### config.mk
export PLATFORM = sky130hd
export DESIGN_NAME = mem_arbiter
export DESIGN_NICKNAME = d
export VERILOG_FILES = /design/src/rtl/mem_arb_pkg.sv /design/src/rtl/rr_arb2.sv /design/src/rtl/mem_arbiter.sv
export SDC_FILE = /design/constraint.sdc
export NUM_CORES = 1
export LEC_CHECK = 0
export ABC_AREA = 0
export BUFFER_PORTS_ARGS = -buffer_cell sky130_fd_sc_hd__buf_4
export CORE_MARGIN = 2
export CORE_UTILIZATION = 40
export DETAILED_ROUTE_END_ITERATION = 6
export PLACE_DENSITY = 0.72
export RECOVER_POWER = 100
export SKIP_LAST_GASP = 1
export SYNTH_ARGS = -nofsm -noshare
export SYNTH_HDL_FRONTEND = slang
export SYNTH_SLANG_ARGS = --single-unit
### constraint.sdc
create_clock -name clk -period 3.99 [get_ports clk]
set_clock_uncertainty 0.05 [all_clocks]
set_input_delay 0.798 -clock clk [delete_from_list [all_inputs] [get_ports clk]]
set_output_delay 0.798 -clock clk [all_outputs]
set_load 0.1 [all_outputs]
### src/rtl/mem_arb_pkg.sv
// Shared types for the fetch/load-store memory arbiter.
package mem_arb_pkg;

    typedef enum logic [1:0] {
        IDLE = 2'd0,
        REQ  = 2'd1,
        WAIT = 2'd2,
        RESP = 2'd3
    } state_e;

    typedef enum logic {
        OWN_I = 1'b0,
        OWN_D = 1'b1
    } owner_e;

    localparam logic [3:0] DEFAULT_MASK = 4'hF;

endpackage

### src/rtl/rr_arb2.sv
// Two-way round-robin pick between the data and fetch requesters.
module rr_arb2
    import mem_arb_pkg::*;
(
    input  logic   d_req,
    input  logic   i_req,
    input  owner_e last_grant,
    output logic   valid,
    output owner_e grant
);

    always_comb begin
        valid = d_req | i_req;
        grant = OWN_I;
        // on a tie the port that did not win last time goes first
        if (d_req && i_req) begin
            grant = (last_grant == OWN_I) ? OWN_D : OWN_I;
        end else if (d_req) begin
            grant = OWN_D;
        end
    end

endmodule

### src/rtl/mem_arbiter.sv
// Serialises fetch and load/store requests onto one single-outstanding memory
// port with round-robin arbitration, a response watchdog and per-port stalls.
module mem_arbiter
    import mem_arb_pkg::*;
#(
    parameter int unsigned ADDR_W  = 32,
    parameter int unsigned DATA_W  = 32,
    parameter int unsigned TIMEOUT = 64
) (
    input  logic              clk,
    input  logic              rst,
    input  logic              i_req,
    input  logic [ADDR_W-1:0] i_addr,
    output logic              i_rvalid,
    output logic [DATA_W-1:0] i_rdata,
    output logic              i_err,
    output logic              i_stall,
    input  logic              d_req,
    input  logic              d_wr,
    input  logic [ADDR_W-1:0] d_addr,
    input  logic [DATA_W-1:0] d_wdata,
    input  logic [3:0]        d_mask,
    output logic              d_rvalid,
    output logic [DATA_W-1:0] d_rdata,
    output logic              d_err,
    output logic              d_stall,
    output logic              mem_req,
    output logic              mem_wr,
    output logic [ADDR_W-1:0] mem_addr,
    output logic [DATA_W-1:0] mem_wdata,
    output logic [3:0]        mem_mask,
    input  logic              mem_gnt,
    input  logic              mem_rvalid,
    input  logic [DATA_W-1:0] mem_rdata
);

    localparam int unsigned WD_W = $clog2(TIMEOUT + 1);
    localparam logic [WD_W-1:0] WD_LAST = WD_W'(TIMEOUT - 1);

    state_e            state, state_nxt;
    owner_e            owner, owner_nxt;
    owner_e            last_grant, last_nxt;
    logic [WD_W-1:0]   wd, wd_nxt;
    logic              flush, flush_nxt;

    logic              mem_req_nxt, mem_wr_nxt;
    logic [ADDR_W-1:0] mem_addr_nxt;
    logic [DATA_W-1:0] mem_wdata_nxt;
    logic [3:0]        mem_mask_nxt;
    logic              i_rvalid_nxt, i_err_nxt, d_rvalid_nxt, d_err_nxt;
    logic [DATA_W-1:0] i_rdata_nxt, d_rdata_nxt;

    logic              arb_valid;
    owner_e            arb_grant;
    logic              drop, flush_eff, timeout, go_resp, resp_err;
    logic [DATA_W-1:0] resp_data;

    rr_arb2 u_rr_arb2 (
        .d_req      (d_req),
        .i_req      (i_req),
        .last_grant (last_grant),
        .valid      (arb_valid),
        .grant      (arb_grant)
    );

    // the fetch owner may withdraw its request; the data owner never does
    assign drop      = (owner == OWN_I) & ~i_req;
    assign flush_eff = flush | drop;
    assign timeout   = (wd == WD_LAST);

    // next-state and next-output logic
    always_comb begin
        state_nxt     = state;
        owner_nxt     = owner;
        last_nxt      = last_grant;
        wd_nxt        = wd;
        flush_nxt     = flush;
        mem_req_nxt   = 1'b0;
        mem_wr_nxt    = mem_wr;
        mem_addr_nxt  = mem_addr;
        mem_wdata_nxt = mem_wdata;
        mem_mask_nxt  = mem_mask;
        i_rvalid_nxt  = 1'b0;
        i_rdata_nxt   = '0;
        i_err_nxt     = 1'b0;
        d_rvalid_nxt  = 1'b0;
        d_rdata_nxt   = '0;
        d_err_nxt     = 1'b0;
        go_resp       = 1'b0;
        resp_err      = 1'b0;
        resp_data     = '0;

        case (state)
            IDLE: begin
                if (arb_valid) begin
                    state_nxt   = REQ;
                    owner_nxt   = arb_grant;
                    wd_nxt      = '0;
                    flush_nxt   = 1'b0;
                    mem_req_nxt = 1'b1;
                    if (arb_grant == OWN_D) begin
                        mem_wr_nxt    = d_wr;
                        mem_addr_nxt  = d_addr;
                        mem_wdata_nxt = d_wdata;
                        mem_mask_nxt  = d_mask;
                    end else begin
                        mem_wr_nxt    = 1'b0;
                        mem_addr_nxt  = i_addr;
                        mem_wdata_nxt = '0;
                        mem_mask_nxt  = DEFAULT_MASK;
                    end
                end
            end
            REQ: begin
                wd_nxt = wd + WD_W'(1);
                if (drop && !mem_gnt) begin
                    state_nxt = IDLE;
                end else if (timeout) begin
                    go_resp  = 1'b1;
                    resp_err = 1'b1;
                end else if (mem_gnt) begin
                    state_nxt = WAIT;
                    flush_nxt = flush_eff;
                end else begin
                    mem_req_nxt = 1'b1;
                end
            end
            WAIT: begin
                wd_nxt    = wd + WD_W'(1);
                flush_nxt = flush_eff;
                if (mem_rvalid) begin
                    go_resp   = 1'b1;
                    resp_data = mem_wr ? '0 : mem_rdata;
                end else if (timeout) begin
                    go_resp  = 1'b1;
                    resp_err = 1'b1;
                end
            end
            RESP: begin
                state_nxt = IDLE;
                last_nxt  = owner;
            end
            default: state_nxt = IDLE;
        endcase

        if (go_resp) begin
            state_nxt = RESP;
            if (owner == OWN_D) begin
                d_rvalid_nxt = 1'b1;
                d_rdata_nxt  = resp_data;
                d_err_nxt    = resp_err;
            end else if (!flush_eff) begin
                i_rvalid_nxt = 1'b1;
                i_rdata_nxt  = resp_data;
                i_err_nxt    = resp_err;
            end
        end
    end

    always_ff @(posedge clk) begin
        if (!rst) begin
            state      <= IDLE;
            owner      <= OWN_I;
            last_grant <= OWN_I;
            wd         <= '0;
            flush      <= 1'b0;
            mem_req    <= 1'b0;
            mem_wr     <= 1'b0;
            mem_addr   <= '0;
            mem_wdata  <= '0;
            mem_mask   <= '0;
            i_rvalid   <= 1'b0;
            i_rdata    <= '0;
            i_err      <= 1'b0;
            d_rvalid   <= 1'b0;
            d_rdata    <= '0;
            d_err      <= 1'b0;
        end else begin
            state      <= state_nxt;
            owner      <= owner_nxt;
            last_grant <= last_nxt;
            wd         <= wd_nxt;
            flush      <= flush_nxt;
            mem_req    <= mem_req_nxt;
            mem_wr     <= mem_wr_nxt;
            mem_addr   <= mem_addr_nxt;
            mem_wdata  <= mem_wdata_nxt;
            mem_mask   <= mem_mask_nxt;
            i_rvalid   <= i_rvalid_nxt;
            i_rdata    <= i_rdata_nxt;
            i_err      <= i_err_nxt;
            d_rvalid   <= d_rvalid_nxt;
            d_rdata    <= d_rdata_nxt;
            d_err      <= d_err_nxt;
        end
    end

    assign i_stall = i_req & ~((state == RESP) & (owner == OWN_I) & i_rvalid);
    assign d_stall = d_req & ~((state == RESP) & (owner == OWN_D) & d_rvalid);

endmodule

==> Implementation_results.wiki <==
{| class="wikitable"
! Metric !! Value
|-
| Max-cap violations || 2
|-
| Iter 0 DRT Violations || 258
|-
| Via count || 4669
|-
| Routed wirelength normalized by instance count || 15.1 um
|-
| Portion of the clock cycle consumed by the worst path in the final layout || 80.6%
|-
| Die extent in x || 119 um
|-
| Post-Synth XOR/XNOR Area || 0.658%
|-
| Post-synth top flop || sky130_fd_sc_hd__dfxtp_1
|-
| First-pass detailed-route iteration total || 6
|-
| Number of flops mapped to enable cells by yosys || 0
|-
| Total standard cell area after synthesis || 0.00533 mm2
|-
| Adder-cell share of the synthesized area || 1.17%
|-
| Deepest clock path buffer count || 2
|-
| Fraction of final layout cells sized beyond drive strength 1 || 23.0%
|-
| Maximum VDD drop || 0.454 mV
|-
| GRT overflow || 0
|-
| Pwr dens || 804 mW/mm2
|-
| Clock-pin transition on the worst setup and hold timing paths || 0.06 ns
|-
| Post-detailed-routing wire length || 14600 um
|-
| H-tree lvl count || 4
|-
| Number of buffers inserted by port buffering || 278
|-
| Fill cell total of the finished layout || 1264
|-
| Switching pwr || 0.00287 W
|-
| Per-instance average area after synthesis || 10.4 um2
|-
| Kind of end point of the critical path || output port
|-
| Simple logic cell fraction of the synthesized area || 17.2%
|-
| Capturing point of the worst reg2reg path || d_rdata[10]
|-
| Library cells used by synthesis || 47
|-
| Max Slew Vio Count || 66
|-
| Startpoint-to-endpoint class of the critical path || in -> out
|-
| Post-synthesis compound-gate area fraction || 13.7%
|-
| Last element of the critical path || i_stall
|-
| Type of the most critical hold path || reg -> reg
|-
| Start of the worst register-to-register path || state[0]
|-
| Vertical extent of the die || 119 um
|-
| Num CTS Buffers || 17
|-
| Combinational share of power || 42.1%
|-
| Dominant combinational cell family by area after synthesis || simple AND/OR/NAND/NOR gates
|-
| Slew margin rel. || -11.1%
|-
| Global-route usage over all layers || 20.4%
|-
| Most common cell in the netlist || sky130_fd_sc_hd__dfxtp_1
|-
| Via count of the first global-routing pass || 4603
|-
| YS warnings || 0
|-
| Net count of the finished layout || 919
|-
| Crit Path Max Fanout || 7
|-
| First-pass GRT wire length || 22900 um
|-
| Hold slack final || 0.421 ns
|-
| I/O Pins || 279
|-
| Hold Violations, Final || 0
|-
| Fin crit period || 3.21 ns
|-
| Total nets after synthesis || 654
|-
| Req. time, crit path || 3.14 ns
|-
| Number of buffers inserted to repair setup after CTS || 0
|-
| Starting density of the core || 40.6%
|-
| Sw frac || 47.4%
|-
| CP startpoint kind || input pin
|-
| Clock share of power || 27.0%
|-
| RSZ-0062 raised after global routing || no
|-
| Cell count of the worst hold path || 1
|-
| Data arrival time of the critical path || 2.37 ns
|-
| Violated checks || max-capacitance violations, max-slew violations
|-
| Resized Gates After CTS || 0
|-
| HPWL after detailed placement || 10900 um
|-
| Number of antenna violations at the first check in global routing || 1
|-
| Logic depth of the worst register-to-register path || 5
|-
| Core Box Area || 0.0131 mm2
|-
| Sum of negative setup slack || 0 ns
|-
| Post-detailed-route via-to-cell ratio || 4.84
|-
| Largest net degree at the start of global routing || 74
|-
| Critical Path Source || i_req
|-
| Full die area || 0.0143 mm2
|-
| Final routed DRC violation total || 0
|-
| Internal power summed over all cells || 0.00318 W
|-
| Static power due to leakage || 3.12 nW
|-
| Worst setup slack for register-to-register paths || 1.17 ns
|-
| TritonCTS clock tree || yes
|-
| Largest area contributor in the synthesized netlist || sky130_fd_sc_hd__dfxtp_1
|-
| Final ANT Viol Nets || 0
|-
| Final core utilization || 57.3%
|-
| Maximum clock rate || 0.311 GHz
|-
| Sequential cell fraction of total power || 30.9%
|-
| Tightest Pin Transition || 1.66 ns
|-
| Setup-violating endpoint count in the final report || 0
|-
| Top-area cell type share of the netlist area || 56.4%
|-
| Site Rows || 42
|-
| Status || finished with violations
|-
| Root buffer selected by CTS || sky130_fd_sc_hd__clkbuf_16
|-
| Proportion of synthesized area in mux cells || 6.20%
|-
| Largest cells by area after synthesis || sky130_fd_sc_hd__dfxtp_1 (56%), sky130_fd_sc_hd__and2_1 (7.6%), sky130_fd_sc_hd__mux2i_1 (6.2%)
|-
| Register bit total from synthesis || 150
|-
| Number of buffers inserted by hold repair at cts || 0
|-
| GP Congestion || 0.796
|-
| Ys async rst share || 0%
|-
| Cell types with the highest counts after synthesis || sky130_fd_sc_hd__dfxtp_1 (150), sky130_fd_sc_hd__nor2_1 (77), sky130_fd_sc_hd__and2_1 (65)
|-
| Fraction of the yosys area taken by sequential cells || 56.4%
|-
| CTS sink count || 150
|-
| Syn Inst Count || 510
|-
| Layout Area Growth over Synthesis || 41.3%
|-
| Clock latency reported for the late side of the worst-skew pair || 0.41 ns
|}
cells by family after synthesis:
kind of cell,after synthesis
and+or+nand+nor,176
DFF,150
muxes,33
AOI/OAI and AO/OA,98
xor gates and xnor gates,4
adders and majority gates,5
buffers and inverters,44
layer usage:
metal | part of all wire (%) | track usage [%] | vias to the layer above
met4 | 2.5 | 8.90 | 0
li1 | - | - | 2299
met2 | 49 | 34.7 | 222
met5 | 0 | 0 | -
met3 | 9.1 | 7.47 | 27
met1 | 40 | 23.0 | 2121
power by group through the flow:
stage | sequential, W | clock (W) | combinational [W]
final | 0.00187 | 0.00163 | 0.00255
after global routing | 0.00190 | 0.00174 | 0.00267
after CTS | 0.00188 | 0.00166 | 0.00275
after detailed placement | 0.00190 | 0 | 0.00275
after global placement | 0.00189 | 0 | 0.00272
after floorplan | 0.00340 | 0 | 0.000650
registers in the layout, summed over array words and instances (netlist names), 2 cells and up:
name,cells
wd,7
mem_wdata,32
d_rdata,32
i_rdata,32
state,2
mem_mask,4
mem_addr,32
worst min path at each step:
stage / end / start
2_1_floorplan: i_err / flush
3_3_place_gp: i_err / flush
3_5_place_dp: i_err / flush
4_1_cts: i_err / flush
5_1_grt: mem_addr[22] / mem_addr[22]
6_report: i_err / flush
worst max-delay path: stages:
cell and delay, ns:
sky130_fd_sc_hd__clkbuf_1 0.34, sky130_fd_sc_hd__inv_1 0.14, sky130_fd_sc_hd__a31oi_1 0.16, sky130_fd_sc_hd__clkbuf_1 0.92
cell type report:
| type | count | area, um2 | share of cell area [%] |
|---|---|---|---|
| Sequential cell | 150 | 3000 | 39.9 |
| Timing Repair Buffer | 284 | 1600 | 21.2 |
| Antenna cell | 1 | 2.50 | 0.0333 |
| Clock inverter | 13 | 170 | 2.26 |
| Clock buffer | 19 | 443 | 5.89 |
| Inverter | 6 | 22.5 | 0.299 |
| Tap cell | 176 | 220 | 2.93 |
| Multi-Input combinational cell | 316 | 2070 | 27.5 |
through the flow:
step	instance area [um2]	instances	setup WS [ns]	total power [W]
2_1_floorplan	5330	510	0.640	0.00405
3_3_place_gp	7470	932	1.62	0.00462
3_5_place_dp	7470	932	1.54	0.00465
4_1_cts	8080	964	1.35	0.00629
5_1_grt	7530	965	0.714	0.00630
6_report	7530	965	0.775	0.00605
placed cells by master (no fill, tap or decap), drive strengths merged, types with 2 or more instances in the layout:
cell type	netlist	routed
nor2b	3	3
a211oi	37	37
o221a	4	4
o21ai	6	6
bufinv	0	3
a211o	2	2
xnor2	4	4
a21boi	2	2
ha	5	5
clkinv	0	5
nand3b	3	3
nor3	2	2
clkbuf	20	162
nor4	2	2
inv	6	8
nand3	5	5
nor2	78	78
or2	2	2
a31oi	2	2
nand2	7	7
a21oi	7	7
a22oi	33	33
and2	65	65
buf	18	141
clkinvlp	0	3
mux2i	33	33
nor3b	2	2
dfxtp	150	150
(Power assumes the default switching activity.)
